<file path="config.mk">
export PLATFORM = sky130hd
export DESIGN_NAME = fifo_pop_streamer_flat
export DESIGN_NICKNAME = d
export VERILOG_FILES = /design/src/rtl/fifo_pop_streamer_if.sv /design/src/rtl/fifo_pop_streamer.sv /design/src/flat_wrapper.sv
export SDC_FILE = /design/constraint.sdc
export NUM_CORES = 1
export LEC_CHECK = 0
export ABC_AREA = 1
export BUFFER_PORTS_ARGS = -buffer_cell sky130_fd_sc_hd__buf_2
export CAP_MARGIN = 15
export CORE_ASPECT_RATIO = 0.9
export CORE_MARGIN = 2
export CORE_UTILIZATION = 55
export DETAILED_ROUTE_END_ITERATION = 8
export PLACE_DENSITY_LB_ADDON = 0.08
export SYNTH_ARGS = -nofsm -noshare
export SYNTH_HDL_FRONTEND = slang
export SYNTH_SLANG_ARGS = --single-unit
</file>
<file path="constraint.sdc">
create_clock -name clockCore -period 3.5 [get_ports clockCore]
set_input_delay 0.525 -clock clockCore [delete_from_list [all_inputs] [get_ports clockCore]]
set_output_delay 0.525 -clock clockCore [all_outputs]
set_load 0.1 [all_outputs]
</file>
<file path="src/rtl/fifo_pop_streamer_if.sv">
// Handshake bundle between the streamer, its upstream FWFT FIFO read port
// and the downstream beat sink.
interface fifo_pop_streamer_if;
  logic        fifoEmpty;
  logic [83:0] fifoDataOut;
  logic        fifoPop;
  logic        txValid;
  logic        txReady;
  logic [63:0] txData;
  logic [9:0]  txTag;
  logic [7:0]  txByteEn;
  logic        txEop;
  logic        txSop;

  modport master (
    input  fifoEmpty, fifoDataOut, txReady,
    output fifoPop, txValid, txData, txTag, txByteEn, txEop, txSop
  );

  modport slave (
    output fifoEmpty, fifoDataOut, txReady,
    input  fifoPop, txValid, txData, txTag, txByteEn, txEop, txSop
  );
endinterface

</file>
<file path="src/rtl/fifo_pop_streamer.sv">
// Pops FWFT FIFO entries, checks sop/eop framing and streams accepted beats
// through a 2-entry in-order output buffer.
//
// state  | meaning
// IDLE   | between packets; next popped entry must carry sop
// IN_PKT | inside a packet; next popped entry continues it (sop here truncates)
module fifo_pop_streamer #(
  parameter int CNT_W = 16
) (
  input  logic                  clockCore,
  input  logic                  resetCore,
  fifo_pop_streamer_if.master   bus,
  output logic [CNT_W-1:0]      pktCount,
  output logic                  frameErr,
  output logic [7:0]            frameErrCount,
  output logic                  busy
);

  typedef enum logic {IDLE = 1'b0, IN_PKT = 1'b1} state_t;

  state_t      stateCur;
  state_t      stateNxt;
  logic [83:0] buf0;
  logic [83:0] buf1;
  logic [1:0]  bufCount;
  logic        entrySop;
  logic        entryEop;
  logic        accept;
  logic        doPop;
  logic        doFwd;
  logic        doErr;

  assign entrySop = bus.fifoDataOut[83];
  assign entryEop = bus.fifoDataOut[82];

  always_ff @(posedge clockCore) begin
    if (!resetCore) stateCur <= IDLE;
    else            stateCur <= stateNxt;
  end

  always_comb begin
    stateNxt = stateCur;
    if (doPop) begin
      if ((entrySop || stateCur == IN_PKT) && !entryEop) stateNxt = IN_PKT;
      else                                               stateNxt = IDLE;
    end
  end

  // A pop is allowed whenever the buffer has room now or frees a slot this edge.
  always_comb begin
    accept = (bufCount != 2'd0) && bus.txReady;
    doPop  = !bus.fifoEmpty && resetCore && ((bufCount < 2'd2) || accept);
    doFwd  = doPop && (entrySop || stateCur == IN_PKT);
    doErr  = doPop && (entrySop == (stateCur == IN_PKT));
    busy   = (stateCur == IN_PKT) || (bufCount != 2'd0);
  end

  assign bus.fifoPop  = doPop;
  assign bus.txValid  = (bufCount != 2'd0);
  assign bus.txData   = buf0[63:0];
  assign bus.txTag    = buf0[73:64];
  assign bus.txByteEn = buf0[81:74];
  assign bus.txEop    = buf0[82];
  assign bus.txSop    = buf0[83];

  always_ff @(posedge clockCore) begin
    if (!resetCore) begin
      buf0     <= '0;
      buf1     <= '0;
      bufCount <= 2'd0;
    end else begin
      case ({doFwd, accept})
        2'b10: begin
          if (bufCount == 2'd0) buf0 <= bus.fifoDataOut;
          else                  buf1 <= bus.fifoDataOut;
          bufCount <= bufCount + 2'd1;
        end
        2'b01: begin
          buf0     <= buf1;
          buf1     <= '0;
          bufCount <= bufCount - 2'd1;
        end
        2'b11: begin
          if (bufCount == 2'd1) begin
            buf0 <= bus.fifoDataOut;
          end else begin
            buf0 <= buf1;
            buf1 <= bus.fifoDataOut;
          end
        end
        default: ;
      endcase
    end
  end

  always_ff @(posedge clockCore) begin
    if (!resetCore) begin
      pktCount      <= '0;
      frameErr      <= 1'b0;
      frameErrCount <= 8'd0;
    end else begin
      frameErr <= doErr;
      if (doFwd && entryEop) pktCount <= pktCount + 1'b1;
      if (doErr && frameErrCount != 8'hFF) frameErrCount <= frameErrCount + 8'd1;
    end
  end

endmodule
</file>
<file path="src/flat_wrapper.sv">
// flat-port wrapper written by rule: the top's interface ports become plain ports
module fifo_pop_streamer_flat 
#(
  parameter int CNT_W = 16
)
  (clockCore, resetCore, pktCount, frameErr, frameErrCount, busy, bus_fifoEmpty, bus_fifoDataOut, bus_txReady, bus_fifoPop, bus_txValid, bus_txData, bus_txTag, bus_txByteEn, bus_txEop, bus_txSop);
  fifo_pop_streamer_if bus_i ();
  input  logic clockCore;
  input  logic resetCore;
  output logic [CNT_W-1:0] pktCount;
  output logic frameErr;
  output logic [7:0] frameErrCount;
  output logic busy;
  input wire logic [$bits(bus_i.fifoEmpty)-1:0] bus_fifoEmpty;
  input wire logic [$bits(bus_i.fifoDataOut)-1:0] bus_fifoDataOut;
  input wire logic [$bits(bus_i.txReady)-1:0] bus_txReady;
  output wire logic [$bits(bus_i.fifoPop)-1:0] bus_fifoPop;
  output wire logic [$bits(bus_i.txValid)-1:0] bus_txValid;
  output wire logic [$bits(bus_i.txData)-1:0] bus_txData;
  output wire logic [$bits(bus_i.txTag)-1:0] bus_txTag;
  output wire logic [$bits(bus_i.txByteEn)-1:0] bus_txByteEn;
  output wire logic [$bits(bus_i.txEop)-1:0] bus_txEop;
  output wire logic [$bits(bus_i.txSop)-1:0] bus_txSop;
  assign bus_i.fifoEmpty = bus_fifoEmpty;
  assign bus_i.fifoDataOut = bus_fifoDataOut;
  assign bus_i.txReady = bus_txReady;
  assign bus_fifoPop = bus_i.fifoPop;
  assign bus_txValid = bus_i.txValid;
  assign bus_txData = bus_i.txData;
  assign bus_txTag = bus_i.txTag;
  assign bus_txByteEn = bus_i.txByteEn;
  assign bus_txEop = bus_i.txEop;
  assign bus_txSop = bus_i.txSop;
  fifo_pop_streamer #(.CNT_W(CNT_W)) u_core (.clockCore(clockCore), .resetCore(resetCore), .bus(bus_i), .pktCount(pktCount), .frameErr(frameErr), .frameErrCount(frameErrCount), .busy(busy));
endmodule
</file>
After elaboration in Yosys (flattened, before gate mapping)
Index checks and enable logic that the tools add are counted.
{"block": "op_classes", "n_addsub": 4, "magnitude_cmp": 1, "eq_ne": 9, "n_mux": 8, "reduce_logical": 19}
{"op": "$pmux W84 S3", "count": 2}
{"op": "$mux W84", "count": 4}
{"op": "$add A16 B1 Y16 const B", "count": 1}
{"op": "$add A8 B1 Y8 const B", "count": 1}
{"op": "$logic_and A1 B1 Y1", "count": 8}
{"op": "$ne A8 B8 Y1 const B", "count": 1}
{"op": "$eq A2 B1 Y1 const B", "count": 2}
{"op": "$eq A2 B2 Y1 const B", "count": 2}
{"op": "$ne A2 B2 Y1 const B", "count": 2}
{"op": "$pmux W2 S2", "count": 1}
{"op": "$reduce_bool A2 Y1", "count": 2}
{"op": "$logic_or A1 B1 Y1", "count": 3}
{"op": "$reduce_and A3 Y1", "count": 1}
{"op": "$reduce_bool A3 Y1", "count": 1}
{"op": "$add A2 B1 Y2 const B", "count": 1}
{"op": "$logic_not A1 Y1", "count": 2}
{"op": "$logic_not A2 Y1", "count": 1}
{"op": "$lt A2 B2 Y1 const B", "count": 1}
{"op": "$ne A2 B1 Y1 const B", "count": 1}
{"op": "$reduce_and A2 Y1", "count": 1}
{"op": "$sub A2 B1 Y2 const B", "count": 1}
{"op": "$eq A1 B1 Y1", "count": 1}
{"op": "$mux W1", "count": 1}
{"block": "totals", "regBits": 196, "input_bits": 88, "wordCells": 48}

Logic depth before layout (Yosys ltp)
Gate-level depths: netlist of the first run.
{"block": "logic_depth", "depth_word": 8, "depth_mapped": 16, "ltp_nobuf": 14}

Least setup slack after synthesis of the first run
Ideal clock, no wire load.
{"block": "synth_timing", "path_kind": "flip-flop to flip-flop", "start": "register u_core.bufCount[1]", "end": "register u_core.buf0[74]", "setup_time_ns": 0.064, "arrival_time_ns": 2.851, "required_ns": 3.436, "setup_slack_ns": 0.584, "path_stages_with_launch": 16, "n_path_buf": 3, "period_less_slack_ns": 2.916, "path_cell_list": "dfxtp_1 inv_1 ha_1 inv_2 nand2_4 inv_1 clkbuf_1 ha_1 inv_1 o21bai_1 buf_2 clkbuf_1 nand3_1 nand2_1 a21oi_1 nor2_1"}
{"block": "synth_between", "elab_chain_len": 8, "elab_cells_between_ends": 16, "cone_classes": "order compare (1); eq/ne (5); mux (2); reduce/logical (8)"}
{"item": "start: declaration", "line": "fifo_pop_streamer.sv:25", "rtl": "logic [1:0] bufCount;"}
{"item": "start signal: assignment", "line": "fifo_pop_streamer.sv:76", "rtl": "bufCount <= bufCount + 2'd1;"}
{"item": "start signal: assignment", "line": "fifo_pop_streamer.sv:81", "rtl": "bufCount <= bufCount - 2'd1;"}
{"item": "$reduce_bool A2 Y1 (*)"}
{"item": "named net bus_txValid", "line": "flat_wrapper.sv:18", "rtl": "output wire logic [$bits(bus_i.txValid)-1:0] bus_txValid;"}
{"item": "$logic_and A1 B1 Y1 (*)", "line": "fifo_pop_streamer.sv:51", "rtl": "accept = (bufCount != 2'd0) && bus.txReady;"}
{"item": "$logic_or A1 B1 Y1", "line": "fifo_pop_streamer.sv:52", "rtl": "doPop = !bus.fifoEmpty && resetCore && ((bufCount < 2'd2) || accept);"}
{"item": "$logic_and A1 B1 Y1", "line": "fifo_pop_streamer.sv:52"}
{"item": "$logic_and A1 B1 Y1", "line": "fifo_pop_streamer.sv:53", "rtl": "doFwd = doPop && (entrySop || stateCur == IN_PKT);"}
{"item": "$eq A2 B2 Y1 or $eq A2 B1 Y1 (tied branches)", "line": "fifo_pop_streamer.sv:72", "rtl": "case ({doFwd, accept})"}
{"item": "$ne A2 B1 Y1 (no line) or $reduce_bool A3 Y1 (tied branches)"}
{"item": "$reduce_and A2 Y1 (no line)"}
{"item": "end signal: assignment", "line": "fifo_pop_streamer.sv:74", "rtl": "if (bufCount == 2'd0) buf0 <= bus.fifoDataOut;"}
{"item": "end signal: assignment", "line": "fifo_pop_streamer.sv:79", "rtl": "buf0 <= buf1;"}
{"item": "end signal: assignment", "line": "fifo_pop_streamer.sv:85", "rtl": "buf0 <= bus.fifoDataOut;"}
{"item": "end: declaration", "line": "fifo_pop_streamer.sv:23", "rtl": "logic [83:0] buf0;"}
Mark *: on every way through the listed nets, which the timed path passes. The rest lies on a longest branch.
A chain may end at the register's enable or synchronous reset.

Worst setup path after layout of the first run
{"block": "layout_timing", "start": "register u_core.bufCount[1]", "end": "register u_core.buf0[15]"}
{"block": "layout_between", "elab_chain_len": 8, "elab_cells_between_ends": 16, "cone_classes": "order compare (1); eq/ne (5); mux (2); reduce/logical (8)"}
{"item": "parallel branches: the longest is 8 deep, another holds $lt A2 B2 Y1"}
Several ways; the timed one is not identified.

==> results of run 1 <==
kinds of logic (layout without fill, tap and decap cells):
family          count (synthesis)  count (layout)  synth area share
other cells                     0               2                 0
buf+inv                       230             362           0.09558
simple gates                  822             822            0.3798
fa+ha+maj                      10              10           0.01297
flops                         196             196            0.4067
compound gates                195             195            0.1031
xor+xnor                        2               2          0.001816
stage by stage:
step           hold WS [ns]  setup WS (ns)  power [W]  area [um2]  std cells
2_1_floorplan        0.4451         0.5845   0.007361        9648       1455
3_3_place_gp         0.4517         0.6637   0.008156       10650       1790
3_5_place_dp         0.4556         0.5921   0.008208       10650       1790
4_1_cts              0.3404         0.5315    0.01013       11230       1822
5_1_grt              0.3578         0.2845    0.01066       11230       1823
6_report             0.3578         0.5126    0.01009       11230       1824
final timing paths:
path	startpoint	end	slack [ns]	depth (start not counted)
setup / recovery	u_core.bufCount[1]	u_core.buf0[15]	0.51	15
hold / removal	bus_fifoDataOut[8]	u_core.buf1[8]	0.36	3
hold reg to reg	u_core.buf1[6]	u_core.buf1[6]	0.47	2
setup reg to reg	u_core.bufCount[1]	u_core.buf0[15]	0.51	15
cells in the mapped netlist, types with 2 or more instances:
cell	number
o21ai_0	5
nand2_1	407
nor2_1	137
buf_2	44
nor3_1	2
a21oi_1	186
dfxtp_1	196
ha_1	10
inv_1	114
nand3_1	185
nand4_1	2
buf_1	22
clkbuf_1	48
nand3b_1	87
where the power goes:
part	leakage (nW)	internal, W	switching, W
clock	0.276	0.00103	0.000894
combinational	3.53	0.00110	0.00407
sequential	1.60	0.00273	0.000261
metal layers:
metal	share of wire	up-vias
li1	-	4894
met1	0.46	4365
met4	0.015	0
met2	0.46	257
met3	0.067	27
met5	0	-
worst max-delay path, cell delays in order (launching register included):
cell      delay, ns
dfxtp_1        0.39
inv_1          0.10
ha_1           0.27
inv_2          0.13
nand2_8        0.21
nand2_1        0.17
nand3_1        0.21
inv_1          0.14
ha_1           0.16
inv_1          0.06
o21bai_4       0.11
buf_4          0.48
nand3_1        0.16
nand2_1        0.10
a21oi_1        0.05
nor2_1         0.14
sequential cells by signal (all words and copies together), names as in the netlist:
name	cells
u_core.buf0	84
u_core.buf1	84
u_core.pktCount	16
u_core.frameErrCount	8
u_core.bufCount	2
u_core.frameErr	1
u_core.stateCur	1
final cells by class:
| class | instances | share of cell area |
|---|---|---|
| antenna | 2 | 0.0004455 |
| inverter | 115 | 0.03853 |
| tap | 235 | 0.02617 |
| timing repair buffer | 215 | 0.1040 |
| multi-input combinational | 1029 | 0.4301 |
| clock buffer | 20 | 0.04065 |
| clock inverter | 12 | 0.01080 |
| sequential | 196 | 0.3493 |
==> summary.md, run 1 <==
| Metric | Value |
|---|---|
| Status | `finished clean` |
| GRT met1 Usage | `0.3642` |
| Post-synth top area cell | `dfxtp_1` |
| Routed vias/inst | `5.232` |
| Met2 Resource Use GR | `0.4101` |
| Static Leakage | `5.409 nW` |
| Gr busiest metal | `met2` |
| CP startpoint kind | `flop` |
| Library cells used by synthesis | `24` |
| Slew Viols, Final | `0` |
| Detailed Route Iter0 Violations | `640` |
| Setup_tns | `0 ns` |
| Syn_area_per_cell | `6.631 um2` |
| Full die area | `0.01862 mm2` |
| Share of cells above drive strength 1 | `0.1607` |
| CTS Hold Bufs | `0` |
| Port Buffer Count | `199` |
| Fmax | `0.3347 GHz` |
| WP data required | `3.87 ns` |
| Post-cts resize count | `0` |
| Std cell rows | `45` |
| CTS max path bufs | `2` |
| Total grt overflow | `0` |
| Setup crit end kind | `flop` |
| CTS root buffer | `clkbuf_16` |
| Routed wire length | `24620 um` |
| Synth Flop Type | `dfxtp_1` |
| Synth top area cells | `dfxtp_1 (41%), nand2_1 (16%), a21oi_1 (9.6%)` |
| Maxcap violations | `0` |
| Antenna-violating nets left | `0` |
| WP data arrival | `3.36 ns` |
| Post-CTS setup buffer count | `0` |
| # clock sinks | `196` |
| Area of the multi-input gates | `0.004832 mm2` |
| Pre-antenna DRT Iters | `5` |
| Post-synthesis cell area | `0.009648 mm2` |
| Final Hold Fails | `0` |
| Number of synthesized flops with an enable pin | `0` |
| Vias in the first global route | `7976` |
| H-tree Lvls | `4` |
| Hold Crit Class | `in -> reg` |
| Die Width | `143.6 um` |
| Tightest Pin Transition | `1.052 ns` |
| Filler cells | `1605` |
| Final worst path period share | `0.8535` |
| Met3 Resource Use GR | `0.05617` |
| WL/cell | `13.50 um` |
| Clk_skew | `0.01113 ns` |
| Async S/R FF share, synth | `0` |
| Clk Latency, worst-skew pair | `0.44 ns` |
| Max VDD drop | `0.4509 mV` |
| Initial antenna violation count | `2` |
| Most common cell after layout, fill and taps aside | `nand2_1` |
| Tmin final | `2.987 ns` |
| Post-synth top area share | `0.4067` |
| Cells after synthesis | `1455` |
| RSZ-0062 raised after global routing | `false` |
| IO Pins | `200` |
| DRC viols | `0` |
| Pwr dens | `897.8 mW/mm2` |
| HPWL Detailed | `14820 um` |
| Finish-stage setup viols | `0` |
| Finished Core Util | `0.6607` |
| Register Area | `0.003924 mm2` |
| CTS tree | `yes` |
| Area of the core | `0.01700 mm2` |
| # nets final | `1672` |
| YS warnings | `0` |
| Relative slew slack | `0.2989` |
| #FFs+latches synth | `196` |
| DR vias | `9543` |
| Gpl congestion | `0.8521` |
| Critical path class | `reg -> reg` |
| Initial Util | `0.5674` |
| Commonest cells after routing, fill and taps aside | `nand2_1 (406), buf_2 (198), dfxtp_1 (196)` |
| Largest net degree at the start of global routing | `111` |
| Reg clk slew, reported paths | `0.07 ns` |
| Syn-to-layout area delta | `16.44%` |
| CP Max Fanout | `52` |
| Global-route wire length before repair | `39380 um` |
| Number of CTS-inserted buffers | `17` |
| All-Layer GR Usage | `0.2612` |
| Post-synth net total | `1553` |
| Sequential area share after synthesis | `0.4067` |
| Die height | `129.7 um` |
Power figures use the tool's default switching activity.
==> run 2: changes to the inputs <==
Settings changed: ABC_AREA 1 to 0, CORE_UTILIZATION 55 to 53.
==> run 2 against run 1 <==
Sequential power hardly changed. Global-route usage is 1.0 points higher. Combinational power is 8.5% lower. Die area is 13% lower. Count of clock-buffer cells in the layout is 2 lower. Design area is 13% lower. First-iteration DRC count is 2.2% higher. Maximum frequency is 7.5% lower. Setup slack worse by 0.24 ns. Power is 5.5% lower. Critical path type unchanged. Critical endpoint is now u_core.buf0[5]. Largest power group unchanged. Highest routed layer is now met5.
==> summary.md, run 2 <==
| Metric | Value |
|---|---|
| CTS root buffer | `clkbuf_16 (unchanged)` |
| Critical path class | `reg -> reg (unchanged)` |
| Post-cts resize count | `0 (unchanged)` |
| Pwr dens | `973.8 mW/mm2 (was 897.8 mW/mm2)` |
| IO Pins | `200 (unchanged)` |
| Largest registers | `u_core.buf0 (84), u_core.buf1 (84), u_core.pktCount (16) (unchanged)` |
| Commonest cells after routing, fill and taps aside | `buf_2 (199), dfxtp_1 (196), nand2_1 (103) (was nand2_1 (406), buf_2 (198), dfxtp_1 (196))` |
| Placed Area | `0.009210 mm2 (was 0.01065 mm2)` |
| All-Layer GR Usage | `0.2714 (was 0.2612)` |
| Max incr delay on CP | `0.49 ns (was 0.48 ns)` |
| Full die area | `0.01621 mm2 (was 0.01862 mm2)` |
| Met3 Resource Use GR | `0.07937 (was 0.05617)` |
| HPWL Detailed | `13160 um (was 14820 um)` |
| Largest net degree at the start of global routing | `99 (was 111)` |
| Most common cell after layout, fill and taps aside | `buf_2 (was nand2_1)` |
| Internal | `0.004565 W (was 0.004858 W)` |
| Pre-antenna DRT Iters | `5 (unchanged)` |
| Share of cells above drive strength 1 | `0.2422 (was 0.1607)` |
| CP delay by family, top | `compound AO/OA/AOI/OAI gates (was simple AND/OR/NAND/NOR gates)` |
| GRT met1 Usage | `0.3856 (was 0.3642)` |
| CTS Hold Bufs | `0 (unchanged)` |
| Routed vias/inst | `5.817 (was 5.232)` |
| Die height | `121 um (was 129.7 um)` |
| # clock sinks | `196 (unchanged)` |
| Area of the core | `0.01477 mm2 (was 0.01700 mm2)` |
| Clock power share | `0.187 (was 0.191)` |
| Syn_area_per_cell | `8.668 um2 (was 6.631 um2)` |
| Status | `finished clean (unchanged)` |
| Clk Latency, worst-skew pair | `0.44 ns (about the same)` |
| CP bufs+invs | `5 (unchanged)` |
| Clk_skew | `0.008760 ns (was 0.01113 ns)` |
| Layout Cells excl Fill | `1294 (was 1824)` |
| Cells after synthesis | `930 (was 1455)` |
| Reg clk slew, reported paths | `0.07 ns (about the same)` |
| Worst path slowest cell | `a221oi_1 (was buf_4)` |
| Setup_tns | `0 ns (unchanged)` |
| HP Start | `bus_fifoDataOut[20] (was bus_fifoDataOut[8])` |
| Port Buffer Count | `199 (unchanged)` |
| CP startpoint kind | `flop (unchanged)` |
| Finish-stage setup viols | `0 (unchanged)` |
| Sequential area share after synthesis | `0.4867 (was 0.4067)` |
| Slew Viols, Final | `0 (unchanged)` |
| DR vias | `7527 (was 9543)` |
| Fmax | `0.3097 GHz (was 0.3347 GHz)` |
| Reg-to-Reg End | `u_core.buf0[5] (was u_core.buf0[15])` |
| Async S/R FF share, synth | `0 (unchanged)` |
| Finished Core Util | `0.6627 (was 0.6607)` |
| Relative slew slack | `0.3638 (was 0.2989)` |
| Antenna-violating nets left | `0 (unchanged)` |
| Syn-to-layout area delta | `21.39% (was 16.44%)` |
| Library cells used by synthesis | `40 (was 24)` |
| Tot Pwr | `0.009529 W (was 0.01009 W)` |
| Net Sw Frac | `0.5209 (was 0.5183)` |
| Detailed Route Iter0 Violations | `654 (was 640)` |
| R2R setup slack | `0.27 ns (was 0.51 ns)` |
| Most frequent cell after synthesis | `dfxtp_1 (was nand2_1)` |
| Std cell rows | `42 (was 45)` |
| Global-route wire length before repair | `35500 um (was 39380 um)` |
| WP data arrival | `3.54 ns (was 3.36 ns)` |
| Worst hold endpoint | `u_core.buf1[20] (was u_core.buf1[8])` |
| H-tree Lvls | `4 (unchanged)` |
| Dpl cells | `1257 (was 1790)` |
| Die Width | `134 um (was 143.6 um)` |
| Gpl congestion | `0.8089 (was 0.8521)` |
| Max VDD drop | `0.6680 mV (was 0.4509 mV)` |
| CTS tree | `yes (unchanged)` |
| NetSw | `0.004963 W (was 0.005228 W)` |
| YS warnings | `0 (unchanged)` |
| Met2 Resource Use GR | `0.3971 (was 0.4101)` |
| Register share of total power | `0.317 (was 0.296)` |
| Tmin final | `3.229 ns (was 2.987 ns)` |
| Number of synthesized flops with an enable pin | `0 (unchanged)` |
| Routed wire length | `22090 um (was 24620 um)` |
| Final instance area | `0.009786 mm2 (was 0.01123 mm2)` |
| Setup crit end kind | `flop (unchanged)` |
| #FFs+latches synth | `196 (unchanged)` |
| Total grt overflow | `0 (unchanged)` |
| DRC viols | `0 (unchanged)` |
| Post-synth top area share | `0.4867 (was 0.4067)` |
| Post-synth net total | `1028 (was 1553)` |
| Power share of the combinational group | `0.496 (was 0.513)` |
| Synth top area cells | `dfxtp_1 (49%), a221oi_1 (9.2%), nand3b_1 (7.7%) (was dfxtp_1 (41%), nand2_1 (16%), a21oi_1 (9.6%))` |
| WL/cell | `17.07 um (was 13.50 um)` |
| WP data required | `3.81 ns (was 3.87 ns)` |
| CP Max Fanout | `45 (was 52)` |
| Sequence of cells on the critical path | `inv_1 -> ha_1 -> nand2b_4 -> inv_2 -> o21ai_1 -> inv_2 -> nand2b_1 -> inv_1 -> ha_1 -> nand2_1 -> nand2_2 -> buf_4 -> a221oi_1 -> nor2_1 (was inv_1 -> ha_1 -> inv_2 -> nand2_8 -> nand2_1 -> nand3_1 -> inv_1 -> ha_1 -> inv_1 -> o21bai_4 -> buf_4 -> nand3_1 -> nand2_1 -> a21oi_1 -> nor2_1)` |
| Post-synthesis cell area | `0.008061 mm2 (was 0.009648 mm2)` |
| Worst Reg-to-Reg Cells | `14 (was 15)` |
| Commonest cells in the netlist | `dfxtp_1 (196), nand2_1 (104), a21oi_1 (95), nor2_1 (94), o21ai_0 (90) (was nand2_1 (407), dfxtp_1 (196), a21oi_1 (186), nand3_1 (185), nor2_1 (137))` |
| Hold Crit Class | `in -> reg (unchanged)` |
| Post-synth top area cell | `dfxtp_1 (unchanged)` |
| CTS max path bufs | `2 (unchanged)` |
| Number of CTS-inserted buffers | `17 (unchanged)` |
| Vias in the first global route | `6888 (was 7976)` |
| Initial Util | `0.5459 (was 0.5674)` |
| Final worst path period share | `0.9227 (was 0.8535)` |
| R2R Path Start | `u_core.bufCount[1] (unchanged)` |
| Maxcap violations | `0 (unchanged)` |
| Synth Flop Type | `dfxtp_1 (unchanged)` |
| Final Hold Fails | `0 (unchanged)` |
| Static Leakage | `4.018 nW (was 5.409 nW)` |
| # nets final | `1179 (was 1672)` |
| Initial antenna violation count | `3 (was 2)` |
| WHS Path Cells | `3 (unchanged)` |
| Tightest Pin Transition | `0.9543 ns (was 1.052 ns)` |
| Gr busiest metal | `met2 (unchanged)` |
-- run 2: logic make-up (layout without fill, tap and decap cells) --
logic type / Yosys count / in the layout / synth area share
simple gates: 318 / 318 / 0.2002
compound gates: 290 / 290 / 0.2299
flops: 196 / 196 / 0.4867
buf+inv: 101 / 265 / 0.04967
mux: 11 / 11 / 0.01366
fa+ha+maj: 10 / 10 / 0.01552
xor+xnor: 4 / 4 / 0.004345
other cells: 0 / 2 / 0
-- run 2: tightest hold or removal path, stage by stage --
cell      delay (ns)
buf_2           0.10
nand3b_1        0.07
a21oi_1         0.06
-- run 2: final cells by class --
cell class	count	area (um2)
Timing Repair Buffer	219	1234
Fill cell	1268	4981
Clock buffer	18	429.2
Antenna cell	2	5.005
Multi-Input combinational cell	633	3787
Sequential cell	196	3924
Inverter	14	52.55
Clock inverter	14	106.4
Tap cell	198	247.7
-- run 2: timing repair --
action                                  CTS  global route
setup buffers                             0             3
endpoints found under the hold margin     0             0
endpoints found under the setup margin    0            32
-- run 2: layer usage --
layer | vias up | wire length (um)
li1 | 3679 | -
met1 | 3537 | 10250
met2 | 285 | 9607
met5 | - | 13
met3 | 24 | 1887
met4 | 2 | 333
-- run 2: how the worst max path moves through the flow --
stage,startpoint,endpoint,slack (ns),depth (start not counted)
6_report,u_core.bufCount[1],u_core.buf0[5],0.27,14
5_1_grt,u_core.bufCount[1],u_core.buf0[5],-0.007,14
4_1_cts,u_core.bufCount[1],u_core.buf0[30],0.30,14
3_5_place_dp,u_core.bufCount[1],u_core.buf0[59],0.32,14
3_3_place_gp,u_core.bufCount[1],u_core.buf0[60],0.45,14
2_1_floorplan,u_core.bufCount[1],u_core.buf1[25],0.07,16
-- run 2: stage by stage --
stage	hold WS (ns)	worst slack, ns
2_1_floorplan	0.4317	0.07234
3_3_place_gp	0.4378	0.4455
3_5_place_dp	0.4436	0.3229
4_1_cts	0.3513	0.2984
5_1_grt	0.3521	-0.006837
6_report	0.3661	0.2706
-- run 2: power groups by stage --
stage	Combinational [W]	Sequential [W]	Clock (W)
global route	0.00498	0.00307	0.00192
CTS	0.00472	0.00301	0.00181
global placement	0.00468	0.00306	0
detailed placement	0.00471	0.00305	0
floorplan	0.00148	0.00537	0
finish	0.00473	0.00302	0.00179
